`src/rtl/lcd_pkg.sv`:
```
// Shared LCD page-controller types and HD44780 DDRAM addressing constants.
// Row base addresses follow the common 4-line panel layout.
package lcd_pkg;

  typedef enum logic [2:0] {
    S_INIT0, S_INIT1, S_IDLE, S_CLR, S_POS, S_CHR, S_ITER
  } state_t;

  typedef enum logic [1:0] {
    HS_IDLE, HS_WAIT, HS_ACK, HS_DONE
  } hs_state_t;

  localparam logic [7:0] LCD_SET_DDRAM = 8'h80;
  localparam logic [7:0] LCD_CLEAR     = 8'h01;
  localparam logic [7:0] ROW_BASE [4]  = '{8'h00, 8'h40, 8'h14, 8'h54};

  function automatic logic [7:0] pos_cmd(input logic [1:0] row);
    return LCD_SET_DDRAM | ROW_BASE[row];
  endfunction

endpackage

```
`src/rtl/lcd_xfer_hs.sv`:
```
// One request/Busy/Ready transfer to the LCD driver; request appears the edge after start_i.
// Request held until Busy rises then falls; done_o pulses once Ready returns.
module lcd_xfer_hs
  import lcd_pkg::*;
(
  input  logic       Clk,
  input  logic       Rst,
  input  logic       start_i,
  input  logic       clr_i,
  input  logic       cmd_i,
  input  logic [7:0] dat_i,
  input  logic       Busy,
  input  logic       Ready,
  output logic [7:0] DataValue,
  output logic       Command,
  output logic       Clear,
  output logic       Write,
  output logic       done_o
);

  hs_state_t  hs_q;
  logic [7:0] dat_q;
  logic       cmd_q, clr_q, wr_q, done_q;

  always_ff @(posedge Clk or posedge Rst) begin
    if (Rst) begin
      hs_q   <= HS_IDLE;
      dat_q  <= '0;
      cmd_q  <= 1'b0;
      clr_q  <= 1'b0;
      wr_q   <= 1'b0;
      done_q <= 1'b0;
    end else begin
      done_q <= 1'b0;
      case (hs_q)
        HS_IDLE: if (start_i) begin
          dat_q <= dat_i;
          cmd_q <= cmd_i;
          clr_q <= clr_i;
          wr_q  <= ~clr_i;
          hs_q  <= HS_WAIT;
        end
        HS_WAIT: if (Busy) hs_q <= HS_ACK;
        HS_ACK: if (!Busy) begin
          dat_q <= '0;
          cmd_q <= 1'b0;
          clr_q <= 1'b0;
          wr_q  <= 1'b0;
          hs_q  <= HS_DONE;
        end
        HS_DONE: if (Ready) begin
          done_q <= 1'b1;
          hs_q   <= HS_IDLE;
        end
        default: hs_q <= HS_IDLE;
      endcase
    end
  end

  assign DataValue = dat_q;
  assign Command   = cmd_q;
  assign Clear     = clr_q;
  assign Write     = wr_q;
  assign done_o    = done_q;

endmodule

```
`src/rtl/lcd_page_cntrl.sv`:
```
// Walks a latched ROWSxCOLS frame into the LCD driver: optional clear, then per row a
// DDRAM position command and COLS characters. First request one edge after start; paced by Busy/Ready.
module lcd_page_cntrl
  import lcd_pkg::*;
#(
  parameter int ROWS = 2,
  parameter int COLS = 16
)
(
  input  logic                   Clk,
  input  logic                   Rst,
  input  logic                   Go,
  input  logic                   AutoRefresh,
  input  logic                   ClearFirst,
  input  logic [ROWS*COLS*8-1:0] Display,
  output logic [7:0]             DataValue,
  output logic                   Command,
  output logic                   Clear,
  output logic                   Write,
  input  logic                   Busy,
  input  logic                   Ready,
  output logic                   Done,
  output logic                   Idle
);

  localparam int NB = ROWS * COLS;
  localparam int RW = (ROWS > 1) ? $clog2(ROWS) : 1;
  localparam int CW = (COLS > 1) ? $clog2(COLS) : 1;
  localparam int IW = (NB > 1) ? $clog2(NB) : 1;
  localparam logic [RW-1:0] ROW_LAST = RW'(ROWS - 1);
  localparam logic [CW-1:0] COL_LAST = CW'(COLS - 1);

  generate
    if (ROWS < 1 || ROWS > 4 || COLS < 1 || COLS > 40 || NB > 80) begin : g_bad_geom
      $error("lcd_page_cntrl: illegal ROWS/COLS geometry");
    end
  endgenerate

  state_t        state_q;
  logic [RW-1:0] row_q;
  logic [CW-1:0] col_q;
  logic [7:0]    chars_q [NB];
  logic          start_q, xclr_q, xcmd_q, done_q, idle_q;
  logic [7:0]    xdat_q;
  logic          hs_done;
  logic [IW-1:0] chr_idx;

  // Row-major layout means the character after the current one is always chr_idx+1.
  assign chr_idx = IW'(int'(row_q) * COLS + int'(col_q));

  always_ff @(posedge Clk or posedge Rst) begin
    if (Rst) begin
      state_q <= S_INIT0;
      row_q   <= '0;
      col_q   <= '0;
      start_q <= 1'b0;
      xclr_q  <= 1'b0;
      xcmd_q  <= 1'b0;
      xdat_q  <= '0;
      done_q  <= 1'b0;
      idle_q  <= 1'b0;
      for (int i = 0; i < NB; i++) chars_q[i] <= '0;
    end else begin
      start_q <= 1'b0;
      done_q  <= 1'b0;
      case (state_q)
        S_INIT0: if (Busy) state_q <= S_INIT1;
        S_INIT1: if (!Busy) begin
          state_q <= S_IDLE;
          idle_q  <= 1'b1;
        end
        S_IDLE: if (Go || AutoRefresh) begin
          for (int i = 0; i < NB; i++) chars_q[i] <= Display[(NB-1-i)*8 +: 8];
          row_q   <= '0;
          col_q   <= '0;
          idle_q  <= 1'b0;
          start_q <= 1'b1;
          xcmd_q  <= 1'b1;
          xclr_q  <= ClearFirst;
          xdat_q  <= ClearFirst ? LCD_CLEAR : pos_cmd(2'd0);
          state_q <= ClearFirst ? S_CLR : S_POS;
        end
        S_CLR: if (hs_done) begin
          start_q <= 1'b1;
          xclr_q  <= 1'b0;
          xcmd_q  <= 1'b1;
          xdat_q  <= pos_cmd(2'(row_q));
          state_q <= S_POS;
        end
        S_POS: if (hs_done) begin
          start_q <= 1'b1;
          xcmd_q  <= 1'b0;
          xdat_q  <= chars_q[chr_idx];
          state_q <= S_CHR;
        end
        S_CHR: if (hs_done) state_q <= S_ITER;
        S_ITER: begin
          if (col_q != COL_LAST) begin
            col_q   <= col_q + CW'(1);
            start_q <= 1'b1;
            xcmd_q  <= 1'b0;
            xdat_q  <= chars_q[chr_idx + IW'(1)];
            state_q <= S_CHR;
          end else if (row_q != ROW_LAST) begin
            col_q   <= '0;
            row_q   <= row_q + RW'(1);
            start_q <= 1'b1;
            xcmd_q  <= 1'b1;
            xdat_q  <= pos_cmd(2'(row_q) + 2'd1);
            state_q <= S_POS;
          end else begin
            done_q  <= 1'b1;
            idle_q  <= 1'b1;
            state_q <= S_IDLE;
          end
        end
        default: state_q <= S_INIT0;
      endcase
    end
  end

  lcd_xfer_hs u_xfer_hs (
    .Clk      (Clk),
    .Rst      (Rst),
    .start_i  (start_q),
    .clr_i    (xclr_q),
    .cmd_i    (xcmd_q),
    .dat_i    (xdat_q),
    .Busy     (Busy),
    .Ready    (Ready),
    .DataValue(DataValue),
    .Command  (Command),
    .Clear    (Clear),
    .Write    (Write),
    .done_o   (hs_done)
  );

  assign Done = done_q;
  assign Idle = idle_q;

endmodule
```
`config.mk`:
```
export PLATFORM = sky130hd
export DESIGN_NAME = lcd_page_cntrl
export DESIGN_NICKNAME = d
export VERILOG_FILES = /design/src/rtl/lcd_pkg.sv /design/src/rtl/lcd_xfer_hs.sv /design/src/rtl/lcd_page_cntrl.sv
export SDC_FILE = /design/constraint.sdc
export NUM_CORES = 1
export LEC_CHECK = 0
export BUFFER_PORTS_ARGS = -buffer_cell sky130_fd_sc_hd__buf_2
export CAP_MARGIN = 20
export CORE_ASPECT_RATIO = 1.25
export CORE_MARGIN = 2
export CORE_UTILIZATION = 44
export DETAILED_ROUTE_END_ITERATION = 12
export MAX_ROUTING_LAYER = met4
export PLACE_DENSITY = 0.68
export SLEW_MARGIN = 20
export SYNTH_ARGS = -nofsm -noshare
export SYNTH_HDL_FRONTEND = slang
export SYNTH_HIERARCHICAL = 1
export SYNTH_SLANG_ARGS = --single-unit
export TNS_END_PERCENT = 10
```
`constraint.sdc`:
```
create_clock -name Clk -period 8.66 [get_ports Clk]
set_input_delay 0.866 -clock Clk [delete_from_list [all_inputs] [get_ports Clk]]
set_output_delay 0.866 -clock Clk [all_outputs]
set_load 0.05 [all_outputs]
```
# After elaboration in Yosys (flattened, before gate mapping)
# Cells that the tools add are included.
# totals
regBits	291
in_bits	263
output_inout_bits	13
word_cells	176
# op_classes
add_sub_neg	5
n_lt_le_gt_ge	4
n_eq_ne	23
muxes	74
n_bitwise	5
reduce_logical	18
# op_table
cell	count
8-bit 2-to-1 mux	12
8-bit binary-select mux with 5-bit select	2
8-bit binary-select mux with 2-bit select	2
8-bit one-hot mux with 4 select lines	1
7-bit 2-to-1 mux	4
3-bit 2-to-1 mux	9
1-bit 2-to-1 mux	25
3-bit one-hot mux with 7 select lines	1
2-bit != test (second input constant)	9
8-bit one-hot mux with 2 select lines	1
6-bit greater-or-equal comparator (second input constant)	2
4-bit 2-to-1 mux	3
5-bit inverter with 6-bit output	2
3-bit AND reduction	4
1-bit one-hot mux with 2 select lines	5
5-bit AND reduction	2
3-bit == test (second input constant)	3
2-bit 2-to-1 mux	4
2-bit one-hot mux with 4 select lines	1
4-bit one-hot mux with 2 select lines	1
3-bit by 2-bit == test with 1-bit output (second input constant)	2
3-bit greater-or-equal comparator (second input constant)	2
2-bit by 1-bit != test with 1-bit output (second input constant)	3
1-bit one-hot mux with 3 select lines	2
24 further kinds	27

# Longest topological paths before layout
# logic_depth
depth_word	8
depth_mapped	14
depth_no_buf	11

# Cells and area by module
# Netlist, hierarchy kept.
# modules_own_cells
mod	n_inst	cells_per_inst	area_per_inst_um2	seq_area_each_um2
lcd_page_cntrl	1	1554	15050.7	6931.6
lcd_xfer_hs	1	66	733.2	350.3

# Worst setup path after synthesis
# OpenSTA, ideal clock, no wires.
# synth_path
path_kind	reg-to-reg
from	reg col_q[2]
to	reg xdat_q[4]
setup_ns	0.082
t_arrival_ns	2.521
required_time_ns	8.578
slack_ns	6.057
path_stages_with_launch	13
path_buffers	4
synth_period_minus_slack_ns	2.603
cell_sequence	dfrtp_1 buf_4 buf_8 buf_6 nand3_1 inv_1 ha_1 buf_1 nand3_1 or3_1 nor3_1 o22ai_1 a31oi_1
# synth_via
elab_chain_cells	8
word_cells_on_any_way	16
cone_classes	add/sub: 2; eq/ne: 2; mux: 9; bitwise: 2; reduce/logical: 1
# synth_lines
element	line_no	rtl
from (decl)	lcd_page_cntrl.sv:41	logic [CW-1:0] col_q;
from (signal assigned)	lcd_page_cntrl.sv:99	col_q <= col_q + CW'(1);
5-bit by 4-bit adder with 5-bit output	lcd_page_cntrl.sv:49	assign chr_idx = IW'(int'(row_q) * COLS + int'(col_q));
5-bit by 1-bit adder with 5-bit output	lcd_page_cntrl.sv:102	xdat_q <= chars_q[chr_idx + IW'(1)];
5-bit inverter with 6-bit output (implied by the code)	lcd_page_cntrl.sv:102	
8-bit binary-select mux with 5-bit select	lcd_page_cntrl.sv:102	
8-bit 2-to-1 mux (implied by the code) (2 in a row)	lcd_page_cntrl.sv:102	
8-bit 2-to-1 mux	lcd_page_cntrl.sv:98	if (col_q != COL_LAST) begin
8-bit one-hot mux with 4 select lines	lcd_page_cntrl.sv:66	case (state_q)
to (signal assigned)	lcd_page_cntrl.sv:80	xdat_q <= ClearFirst ? LCD_CLEAR : pos_cmd(2'd0);
to (signal assigned)	lcd_page_cntrl.sv:102	
to (signal assigned)	lcd_page_cntrl.sv:109	xdat_q <= pos_cmd(2'(row_q) + 2'd1);
to (decl)	lcd_page_cntrl.sv:44	logic [7:0] xdat_q;
# Several ways; a longest one is shown, not always the timed one. The select of a mux whose other input is x is not followed.
# A chain may end at the register's enable or synchronous reset.

# Worst setup path after layout
# layout_path
from	reg col_q[0]
to	reg xdat_q[6]
# Same word-level chain as after synthesis.

==> impl_metrics.tcl <==
set metrics [dict create \
    synth-edff-count 0 \
    power_density_mw_per_mm2 381 \
    hold_viol_final 0 \
    combinationalPowerShare_pct 41.3 \
    ys_top_cells_by_area "dfrtp_1, nand2_1, mux4_2, mux2i_1, clkbuf_1" \
    track_usage_pct 27.4 \
    tightest_slew_ns 1.03 \
    start_util_pct 44.6 \
    synth_mux_area_share_pct 21.5 \
    synth_async_sr_flop_share_pct 100 \
    critPathMaxFanout 52 \
    dp.cells 2271 \
    critPathKind "flop to flop" \
    finalWorstSetupSlack_ns 4.82 \
    numPortBuffers 275 \
    yosys.area_share.simple_pct 22.7 \
    fin_worst_skew_ns 0.0130 \
    required_ns 9.11 \
    clockRootBuffer "clkbuf_16" \
    synth_top_family_by_area "simple AND/OR/NAND/NOR gates" \
    outcome "complete, no violations" \
    synth_top_area_share_pct 46.1 \
    die_w_um 173 \
    grt_antenna_before_repair 0 \
    routedWlPerCell_um 21.2 \
    drtIter0Drc 1191 \
    timing.rr.start "col_q[0]" \
    start_kind "flop" \
    worst-r2r-cell-count 8 \
    syn_area_mm2 0.0158 \
    place_hpwl_um 36800 \
    ios 276 \
    cts_resized 0 \
    ys.flop_type "dfrtp_1" \
    cts_made_buffers 30 \
    synth_fa_ha_area_share_pct 0.476 \
    clock_latency_ns 0.57 \
    grt_first_pass_wirelength_um 76400 \
    dr.pass1.iters 7 \
    seqCellArea_mm2 0.00729 \
    gp_congestion 1.04 \
    ys_top_cells_by_count "nand2_1, dfrtp_1, mux4_2" \
    cts_tree "built" \
    yosysUniqueCellTypes 58 \
    startpoint "col_q[0]" \
    ctsHoldBuffers 0 \
    drive_above_1_share_pct 27.3 \
    power_w 0.00702 \
    nets 2099 \
    p_switching_w 0.00279 \
    worstSetupEndpointType "flop" \
    setup_violations 0 \
    syn_area_per_cell_um2 9.74 \
    drt.antenna.violating_nets 0 \
    synth_compound_gate_area_share_pct 4.52 \
    clockBufferDepth 3 \
    synth_seq_area_share_pct 46.1 \
    yosysWarnings 6 \
    core_area_mm2 0.0354 \
    hp-class "primary input to asynchronous set/reset pin" \
    finalMaxSlewViolations 0 \
    via_per_inst 5.57 \
    power_frac_seq_pct 39.2 \
    post_cts_buffers 0 \
    drc 0 \
    fin_crit_ns 3.84 \
    clk_pin_slew_ns 0.06 \
    drt_wl_total_um 49400 \
    timing.slew.headroom_pct 31.3 \
    syn_nets 1889 \
    vias 12969 \
    fill_cells 3232 \
    clkPwrFrac_pct 19.5 \
    synth.largest_area_cell "dfrtp_1" \
    clock_sink_count 291 \
    p_sw_share_pct 39.8 \
    place_ws_ns 4.82 \
    grt_start_max_net_pins 123 \
    internal_power_w 0.00423 \
    fp-row-count 77 \
    period_share_pct 44.3 \
    netlist_instances 1620 \
    fin_cells 2327 \
    p_leak_nw 8.81 \
    ys_ff_latch 291 \
    maxCapViolations 0 \
    diodes 0 \
    setup-tns-final_ns 0 \
    arrival_ns 4.29 \
    grt_pass1_vias 13107 \
    yosysMostFrequentCell "nand2_1" \
    gr-total-overflow 0 \
    synthXorXnorAreaFrac_pct 0.476 \
    max_freq_mhz 261 \
    layout-area-overhead-vs-synth_pct 16.7 \
    cts_max_level 1 \
    fp.dieH_um 216 \
    power.ir.vdd_worst_mv 0.170 \
    die-area_mm2 0.0374 \
    multi_input_area_mm2 0.00787 \
    rsz0062_at_grt "false" \
]
-- final cells by class --
cell class	count	share of cell area, %
clock buffer	43	4.89
multi-input combinational	1193	42.7
sequential	291	39.6
inverter	23	0.509
tap	474	3.22
timing repair buffer	291	8.25
clock inverter	12	0.829
-- cells in the final DEF (no fill, tap or decap), types with 3 or more instances in the layout --
master        n
o211ai_1      6
dfrtp_1     288
clkinv_2      3
o21ai_0      17
inv_1        22
nor3_1       10
buf_2       275
or3_1         3
nand2_1     798
nand4_1       7
o21ai_2      10
ha_1          5
nor2_1       14
a31oi_1       6
nand2b_1      7
mux2i_1      39
o22ai_1      10
clkbuf_1      4
buf_4        14
mux2_2       15
a211oi_1     10
clkbuf_16    31
a2111oi_0     6
mux4_2      125
nor4_1        4
clkbuf_8      8
clkinvlp_4    4
a32oi_1       4
nor2b_1      14
a21oi_1      14
nand4b_1     10
bufinv_16     3
a22oi_1       3
nand3_1      18
-- through the flow --
step,util (%),hold WS [ns],cell area (um^2)
2_1_floorplan,-,0.449,15800
3_5_place_dp,49.0,0.481,17300
4_1_cts,52.0,0.366,18400
3_3_place_gp,49.0,0.472,17300
5_1_grt,52.1,0.425,18400
6_report,52.1,0.370,18400
-- cell families after synthesis --
group | Yosys count
compound gates | 103
xor+xnor | 6
fa+ha+maj | 6
buf+inv | 136
flops | 291
mux | 181
simple gates | 897
-- sequential cells by signal, indices dropped and copies added, names as in the netlist --
| register | flops |
|---|---|
| chars_q | 256 |
| u_xfer_hs/DataValue | 8 |
| xdat_q | 8 |
| col_q | 4 |
| state_q | 3 |
| u_xfer_hs/hs_q | 2 |
| Done | 1 |
| Idle | 1 |
| row_q | 1 |
| start_q | 1 |
| u_xfer_hs/Clear | 1 |
| u_xfer_hs/Command | 1 |
| u_xfer_hs/Write | 1 |
| u_xfer_hs/done_o | 1 |
| xclr_q | 1 |
| xcmd_q | 1 |
-- metal layers --
metal / GRT usage [%] / up-vias / share of wire, %
li1: - / 5906 / -
met1: 36.5 / 6377 / 41
met2: 43.1 / 575 / 48
met3: 3.65 / 111 / 7.2
met4: 10.8 / 0 / 4.3
met5: - / - / 0
-- worst max-delay path, stage by stage, from the launching register on --
cell      delay [ns]
dfrtp_4         0.72
buf_4           0.69
buf_4           0.72
mux4_2          0.58
nor2b_1         0.15
a211oi_1        0.31
nor3_1          0.10
a211oi_1        0.27
a31oi_1         0.12
-- power groups by stage --
| stage | combinational [W] | sequential [W] | clock [W] |
|---|---|---|---|
| after CTS | 0.00289 | 0.00273 | 0.00139 |
| after detailed placement | 0.00287 | 0.00274 | 0 |
| after global routing | 0.00316 | 0.00282 | 0.00144 |
| after global placement | 0.00280 | 0.00272 | 0 |
| after floorplan | 0.00231 | 0.00239 | 0 |
| final | 0.00290 | 0.00275 | 0.00137 |
-- path summary, 6_finish.rpt --
check | end | slack [ns]
min in group Clk | chars_q[64] | 0.48
max in group asynchronous | col_q[0] | 6.78
max reg2reg | xdat_q[6] | 4.82
min | u_xfer_hs/hs_q[0] | 0.37
max | xdat_q[6] | 4.82
min reg2reg | chars_q[105] | 0.49
(Power assumes the default switching activity.)
